### src/rtl/bit_serializer.sv
// bit_serializer: parallel-to-serial front end for the serial pattern detector.
// Takes WIDTH-bit words over a valid/ready handshake and emits them one bit per
// clock on SER_OUT. A one-entry hold register lets the next word be accepted
// while the current one shifts, so with GAP_CYCLES=0 the stream has no bubbles.
module bit_serializer #(
    parameter int WIDTH      = 8,
    parameter int GAP_CYCLES = 0,
    parameter bit MSB_FIRST  = 1'b1,
    parameter bit IDLE_LEVEL = 1'b0
) (
    input  logic             CLK,
    input  logic             RST,
    input  logic [WIDTH-1:0] DIN,
    input  logic             DIN_VALID,
    output logic             DIN_READY,
    output logic             SER_OUT,
    output logic             SER_VALID,
    output logic             WORD_DONE,
    output logic             BUSY
);

    localparam int CW = (WIDTH > 2) ? $clog2(WIDTH) : 1;
    localparam logic [CW-1:0] LAST_BIT = CW'(WIDTH - 1);
    localparam logic [7:0]    GAP_LAST = 8'(GAP_CYCLES - 1);

    typedef enum logic [1:0] {
        IDLE,
        SHIFT,
        GAP
    } state_t;

    state_t           state;
    state_t           state_n;
    logic [WIDTH-1:0] shifter;
    logic [WIDTH-1:0] shifter_n;
    logic [WIDTH-1:0] hold;
    logic [WIDTH-1:0] hold_n;
    logic             hold_full;
    logic             hold_full_n;
    logic [CW-1:0]    bit_cnt;
    logic [CW-1:0]    bit_cnt_n;
    logic [7:0]       gap_cnt;
    logic [7:0]       gap_cnt_n;
    logic             ser_out_n;
    logic             ser_valid_n;
    logic             word_done_n;
    logic             transfer;

    // Shift the word one position toward the output end, filling with 0.
    function automatic logic [WIDTH-1:0] shift_once(input logic [WIDTH-1:0] w);
        if (MSB_FIRST) begin
            return {w[WIDTH-2:0], 1'b0};
        end else begin
            return {1'b0, w[WIDTH-1:1]};
        end
    endfunction

    // The bit currently presented on the serial line for a given shifter value.
    function automatic logic lead_bit(input logic [WIDTH-1:0] w);
        if (MSB_FIRST) begin
            return w[WIDTH-1];
        end else begin
            return w[0];
        end
    endfunction

    // The hold register is the only back-pressure point; nothing is accepted in reset.
    assign DIN_READY = !hold_full && !RST;
    assign transfer  = DIN_VALID && DIN_READY;
    assign BUSY      = (state != IDLE) || hold_full;

    // Next-state logic: drain the hold register before capturing a new word into it.
    always_comb begin
        state_n     = state;
        shifter_n   = shifter;
        hold_n      = hold;
        hold_full_n = hold_full;
        bit_cnt_n   = bit_cnt;
        gap_cnt_n   = gap_cnt;

        case (state)
            IDLE: begin
                if (transfer) begin
                    shifter_n = DIN;
                    bit_cnt_n = '0;
                    state_n   = SHIFT;
                end
            end

            SHIFT: begin
                if (bit_cnt == LAST_BIT) begin
                    bit_cnt_n = '0;
                    shifter_n = shift_once(shifter);
                    if (GAP_CYCLES > 0) begin
                        state_n   = GAP;
                        gap_cnt_n = '0;
                        if (transfer) begin
                            hold_n      = DIN;
                            hold_full_n = 1'b1;
                        end
                    end else if (hold_full) begin
                        shifter_n   = hold;
                        hold_full_n = 1'b0;
                        if (transfer) begin
                            hold_n      = DIN;
                            hold_full_n = 1'b1;
                        end
                    end else if (transfer) begin
                        shifter_n = DIN;
                    end else begin
                        state_n = IDLE;
                    end
                end else begin
                    shifter_n = shift_once(shifter);
                    bit_cnt_n = bit_cnt + 1'b1;
                    if (transfer) begin
                        hold_n      = DIN;
                        hold_full_n = 1'b1;
                    end
                end
            end

            GAP: begin
                gap_cnt_n = gap_cnt + 8'd1;
                if (gap_cnt == GAP_LAST) begin
                    gap_cnt_n = '0;
                    bit_cnt_n = '0;
                    if (hold_full) begin
                        shifter_n   = hold;
                        hold_full_n = 1'b0;
                        state_n     = SHIFT;
                        if (transfer) begin
                            hold_n      = DIN;
                            hold_full_n = 1'b1;
                        end
                    end else if (transfer) begin
                        shifter_n = DIN;
                        state_n   = SHIFT;
                    end else begin
                        state_n = IDLE;
                    end
                end else if (transfer) begin
                    hold_n      = DIN;
                    hold_full_n = 1'b1;
                end
            end

            default: begin
                state_n = IDLE;
            end
        endcase

        ser_valid_n = (state_n == SHIFT);
        ser_out_n   = ser_valid_n ? lead_bit(shifter_n) : IDLE_LEVEL;
        word_done_n = ser_valid_n && (bit_cnt_n == LAST_BIT);
    end

    // State and registered serial outputs; synchronous reset aborts any word in flight.
    always_ff @(posedge CLK) begin
        if (RST) begin
            state     <= IDLE;
            shifter   <= '0;
            hold      <= '0;
            hold_full <= 1'b0;
            bit_cnt   <= '0;
            gap_cnt   <= '0;
            SER_OUT   <= IDLE_LEVEL;
            SER_VALID <= 1'b0;
            WORD_DONE <= 1'b0;
        end else begin
            state     <= state_n;
            shifter   <= shifter_n;
            hold      <= hold_n;
            hold_full <= hold_full_n;
            bit_cnt   <= bit_cnt_n;
            gap_cnt   <= gap_cnt_n;
            SER_OUT   <= ser_out_n;
            SER_VALID <= ser_valid_n;
            WORD_DONE <= word_done_n;
        end
    end

endmodule

### config.mk
export PLATFORM = sky130hd
export DESIGN_NAME = bit_serializer
export DESIGN_NICKNAME = d
export VERILOG_FILES = /design/src/rtl/bit_serializer.sv
export SDC_FILE = /design/constraint.sdc
export NUM_CORES = 1
export LEC_CHECK = 0
export BUFFER_PORTS_ARGS = -buffer_cell sky130_fd_sc_hd__clkbuf_2
export CAP_MARGIN = 10
export CORE_UTILIZATION = 30
export DETAILED_ROUTE_END_ITERATION = 10
export SETUP_SLACK_MARGIN = 0.02
export SYNTH_ARGS = -nofsm -noshare
export SYNTH_HDL_FRONTEND = slang
export SYNTH_SLANG_ARGS = --single-unit
### constraint.sdc
create_clock -name CLK -period 2.6 [get_ports CLK]
set_clock_uncertainty 0.2 [all_clocks]
set_input_delay 0.52 -clock CLK [delete_from_list [all_inputs] [get_ports CLK]]
set_output_delay 0.52 -clock CLK [all_outputs]
set_load 0.05 [all_outputs]
== After elaboration in Yosys (flattened, before gate mapping) ==
Index checks and enable logic that the tools add are counted.
Widths: inputs -> output; s select.

* Equality and inequality tests: 7
* Reduce and logical (&&, ||, !) cells: 12
* Bitwise gates (word level): 1
* Muxes and demuxes: 31
* Add/sub/neg operators: 2

{| class="wikitable"
|+ Operators with widths
! operator !! number
|-
| $mux 8 || 11
|-
| $pmux 8 s3 || 1
|-
| $pmux 8 s2 || 1
|-
| $mux 2 || 5
|-
| $mux 3 || 3
|-
| $pmux 3 s3 || 1
|-
| $add 8x1->8 const B || 1
|-
| $eq 8x8->1 const B || 1
|-
| $mux 1 || 7
|-
| $eq 3x3->1 const B || 2
|-
| $pmux 2 s3 || 1
|-
| $eq 2x1->1 const B || 2
|-
| $reduce_bool 2->1 || 2
|-
| $add 3x1->3 const B || 1
|-
| $logic_and 1x1->1 || 3
|-
| $reduce_bool 3->1 || 1
|-
| $eq 2x2->1 const B || 1
|-
| $logic_not 1->1 || 2
|-
| $logic_not 2->1 || 1
|-
| $ne 2x2->1 const B || 1
|-
| $pmux 1 s2 || 1
|-
| $reduce_and 2->1 || 1
|-
| $reduce_or 2->1 || 1
|-
| $logic_or 1x1->1 || 1
|-
| $not 1->1 || 1
|}

* Output and inout bits: 5
* Register bits after elaboration: 33

== Logic depth before layout (Yosys ltp) ==
* Word-level depth: 10
* Mapped depth: 9
* Mapped depth without buffers: 7

== Worst setup path before layout ==
No wires, ideal clock.

* Path kind: input to output
* From: input RST
* To: output DIN_READY
* Cell stages on the path: 3
* Required time: 1.880 ns
* Data arrival time: 1.490 ns
* Slack: 0.390 ns
* Path through: buf_6 -> clkbuf_1 -> nor2_1

* Cells in the longest elaborated chain, start to end: 2

{| class="wikitable"
|+ RTL lines
! element !! RTL line !! source
|-
| from (decl) || 12 || <nowiki>input logic RST,</nowiki>
|-
| $logic_not 1->1 || 68 || <nowiki>assign DIN_READY = !hold_full && !RST;</nowiki>
|-
| $logic_and 1x1->1 || 68 ||
|-
| to (decl) || 15 || <nowiki>output logic DIN_READY,</nowiki>
|}

Every way passes these cells.

== Final worst setup path ==
* From: register state[0]
* To: output BUSY

* Cells in the longest elaborated chain, start to end: 2

{| class="wikitable"
|+ RTL lines
! element !! RTL line !! source
|-
| from (decl) || 32 || <nowiki>state_t state;</nowiki>
|-
| from (signal assigned) || 171 || <nowiki>state <= state_n;</nowiki>
|-
| $reduce_bool 2->1 || 70 || <nowiki>assign BUSY = (state != IDLE) || hold_full;</nowiki>
|-
| $logic_or 1x1->1 || 70 ||
|-
| to (decl) || 19 || <nowiki>output logic BUSY</nowiki>
|}

Every way passes these cells.

==> impl_metrics.tcl <==
set metrics [dict create \
    wl_per_cell_um 14.9 \
    drt-pass1-iter-count 4 \
    r2r_cells 5 \
    htree_levels 2 \
    power_density_nw_per_um2 542 \
    worstSetupPathType "flip-flop to output pin" \
    finalMaxSlewViolations 0 \
    clkLatencyLatePin_ns 0.28 \
    ff_latch_area_um2 661 \
    die_x_um 82.7 \
    tritoncts_num_sinks 33 \
    worst_hold_path_type "primary input to flip-flop" \
    grt_usage_pct 15.1 \
    nets 263 \
    row_count 29 \
    netlist_instances 226 \
    rsz0062_at_grt "false" \
    core_area_um2 6310 \
    hpwl_mm 3.37 \
    grt_overflow 0 \
    setup_viol 0 \
    post_cts_buffers 0 \
    fillers 673 \
    cts_tree "done" \
    netlist_area_um2 1960 \
    antenna_found_initial 0 \
    fp.dieH_um 82.7 \
    fmax_mhz 440 \
    cp-start-kind "flip-flop" \
    floorplan.die_area_um2 6850 \
    cpPeakStageDelay_ns 0.42 \
    drt_wl_total_mm 4.81 \
    ys_seq_area_share_pct 33.8 \
    maxCapViolations 0 \
    finalNonFillerCells 323 \
    synth_nets 244 \
    synthArstFlopShare_pct 0 \
    drc 0 \
    hold_viol_final 0 \
    crit_slowest_cell "dfxtp_1" \
    drive_gt1_share_pct 22.0 \
    tns_ns 0 \
    dp_cells 315 \
    hold_buffers 0 \
    cp.arrival_ns 1.55 \
    gp_congestion 0.778 \
    cp-end-kind "output pin" \
    initial_core_util_pct 31.0 \
    critical_path_required_ns 1.88 \
    cts_resized 0 \
    hold_depth 3 \
    numCtsBuffers 5 \
    synth-edff-count 0 \
    drtAntennaViolNets 0 \
    ir_worst_vdd_uv 199 \
    vias 1705 \
    post_dp_cell_area_um2 2110 \
    hold_slack_ns 0.303 \
    path_max_fanout 9 \
    grt_max_degree 19 \
    post-route-min-period_ns 2.27 \
    first_iter_violations 147 \
    fin_crit_sh_pct 87.5 \
    synth_cell_type_count 53 \
    status "finished clean" \
    multiInputGateArea_um2 1180 \
    grt_pass1_wl_mm 7.78 \
    worst_pin_slew_ns 0.758 \
    clkTransAtPathRegs_ns 0.07 \
    synth_warnings 0 \
    cts_buffer_depth 2 \
    grt_pass1_vias 1598 \
    io_buffers 15 \
    syn_to_final_growth_pct 12.5 \
    antenna_cells 0 \
    slew_headroom_pct 49.3 \
    synth_ff_type "dfxtp_1" \
    cp_cell_sequence "inv_1, ha_1, buf_4, nand2_1, clkbuf_2" \
    via_per_inst 5.28 \
    clockRootBuffer "clkbuf_8" \
    ys_seq_elements 33 \
    pin_count 16 \
    power_leakage_uw 0.000896 \
    synth.avg_cell_area_um2 8.65 \
    final_cell_area_um2 2200 \
]
## per-layer routing
metal	wire length (um)	vias up	track usage (%)
li1	-	858	-
met5	0	-	0
met4	76	0	5.17
met3	137	6	2.97
met2	2130	27	24.3
met1	2470	814	20.1
## state kept, by name (all words and copies together), names as in the netlist
name / cells
WORD_DONE: 1
gap_cnt: 8
hold: 8
SER_VALID: 1
SER_OUT: 1
state: 2
bit_cnt: 3
hold_full: 1
shifter: 8
## cells by family after synthesis
| group | synth area share [%] |
|---|---|
| AOI/OAI and AO/OA | 24.2 |
| xor gates and xnor gates | 2.24 |
| adders and majority gates | 4.48 |
| buffers and inverters | 6.33 |
| DFF | 33.8 |
| muxes | 9.15 |
| and+or+nand+nor | 19.8 |
## cells in the final DEF (no fill, tap or decap), types with 7 or more instances in the layout
cell type	count
clkbuf_2	15
dfxtp_1	33
a21oi_1	22
mux2_2	7
nor2_1	24
ha_1	7
inv_1	8
mux2i_1	10
buf_4	10
nand2_1	20
o21ai_0	7
## stage by stage
step	utilization, %	total power (uW)	setup slack (ns)
final	34.8	1190	0.325
after global routing	34.8	1250	0.189
after CTS	34.8	1200	0.254
after detailed placement	33.5	823	0.265
after global placement	33.5	821	0.288
after floorplan	-	762	0.390
## layout make-up
| class | count | share of cell area [%] |
|---|---|---|
| multi-input cells | 172 | 53.6 |
| flip-flops and latches | 33 | 30.0 |
| repair buffers | 25 | 6.83 |
| well taps | 77 | 4.38 |
| clock buffers | 6 | 3.30 |
| inverters | 8 | 1.37 |
| clock inverters | 2 | 0.455 |
## worst max-delay path: cells and delay by family, from the launching register on
family	cells	cell delay (ns)
simple gates	1	0.08
fa+ha+maj	1	0.22
buf+inv	3	0.55
flops	1	0.42
## power by group
group	switching, uW	leakage (uW)	internal, uW
logic	166	0.000584	100
clock network	189	0.0000450	185
registers	21.3	0.000268	530
total	376	0.000896	815
## final timing paths
check | start | end | slack (ns)
worst min register to register | hold[6]$_SDFFE_PP0P_ | hold[6]$_SDFFE_PP0P_ | 0.30
worst min-delay path | DIN[3] | hold[3]$_SDFFE_PP0P_ | 0.30
worst max-delay path | state[0]$_SDFF_PP0_ | BUSY | 0.33
worst max register to register | state[1]$_SDFF_PP0_ | WORD_DONE$_SDFF_PP0_ | 0.38
## cell usage after synthesis (2+ instances only)
cell type / number / share of area, %
o21ai_1: 5 / 1.3
nand2b_1: 2 / 0.64
clkbuf_8: 2 / 1.4
a2bb2oi_1: 6 / 2.7
mux2_2: 7 / 4.0
a32oi_1: 3 / 1.3
nand4_2: 2 / 1.3
nor3_1: 5 / 1.3
a211oi_1: 3 / 1.2
a221oi_1: 2 / 0.90
xor2_1: 4 / 1.8
buf_4: 2 / 0.77
o21ai_0: 7 / 1.8
mux2i_1: 10 / 5.1
nand2_1: 20 / 3.8
buf_6: 2 / 1.2
a22oi_1: 6 / 2.3
nor2b_1: 3 / 0.96
ha_1: 7 / 4.5
nor2_1: 24 / 4.6
buf_2: 2 / 0.51
dfxtp_1: 33 / 34
o22ai_1: 6 / 1.9
clkbuf_1: 5 / 0.96
inv_1: 8 / 1.5
a21oi_1: 22 / 5.6
nand4_1: 2 / 0.64
No activity file was read; power rests on OpenSTA's default activity.
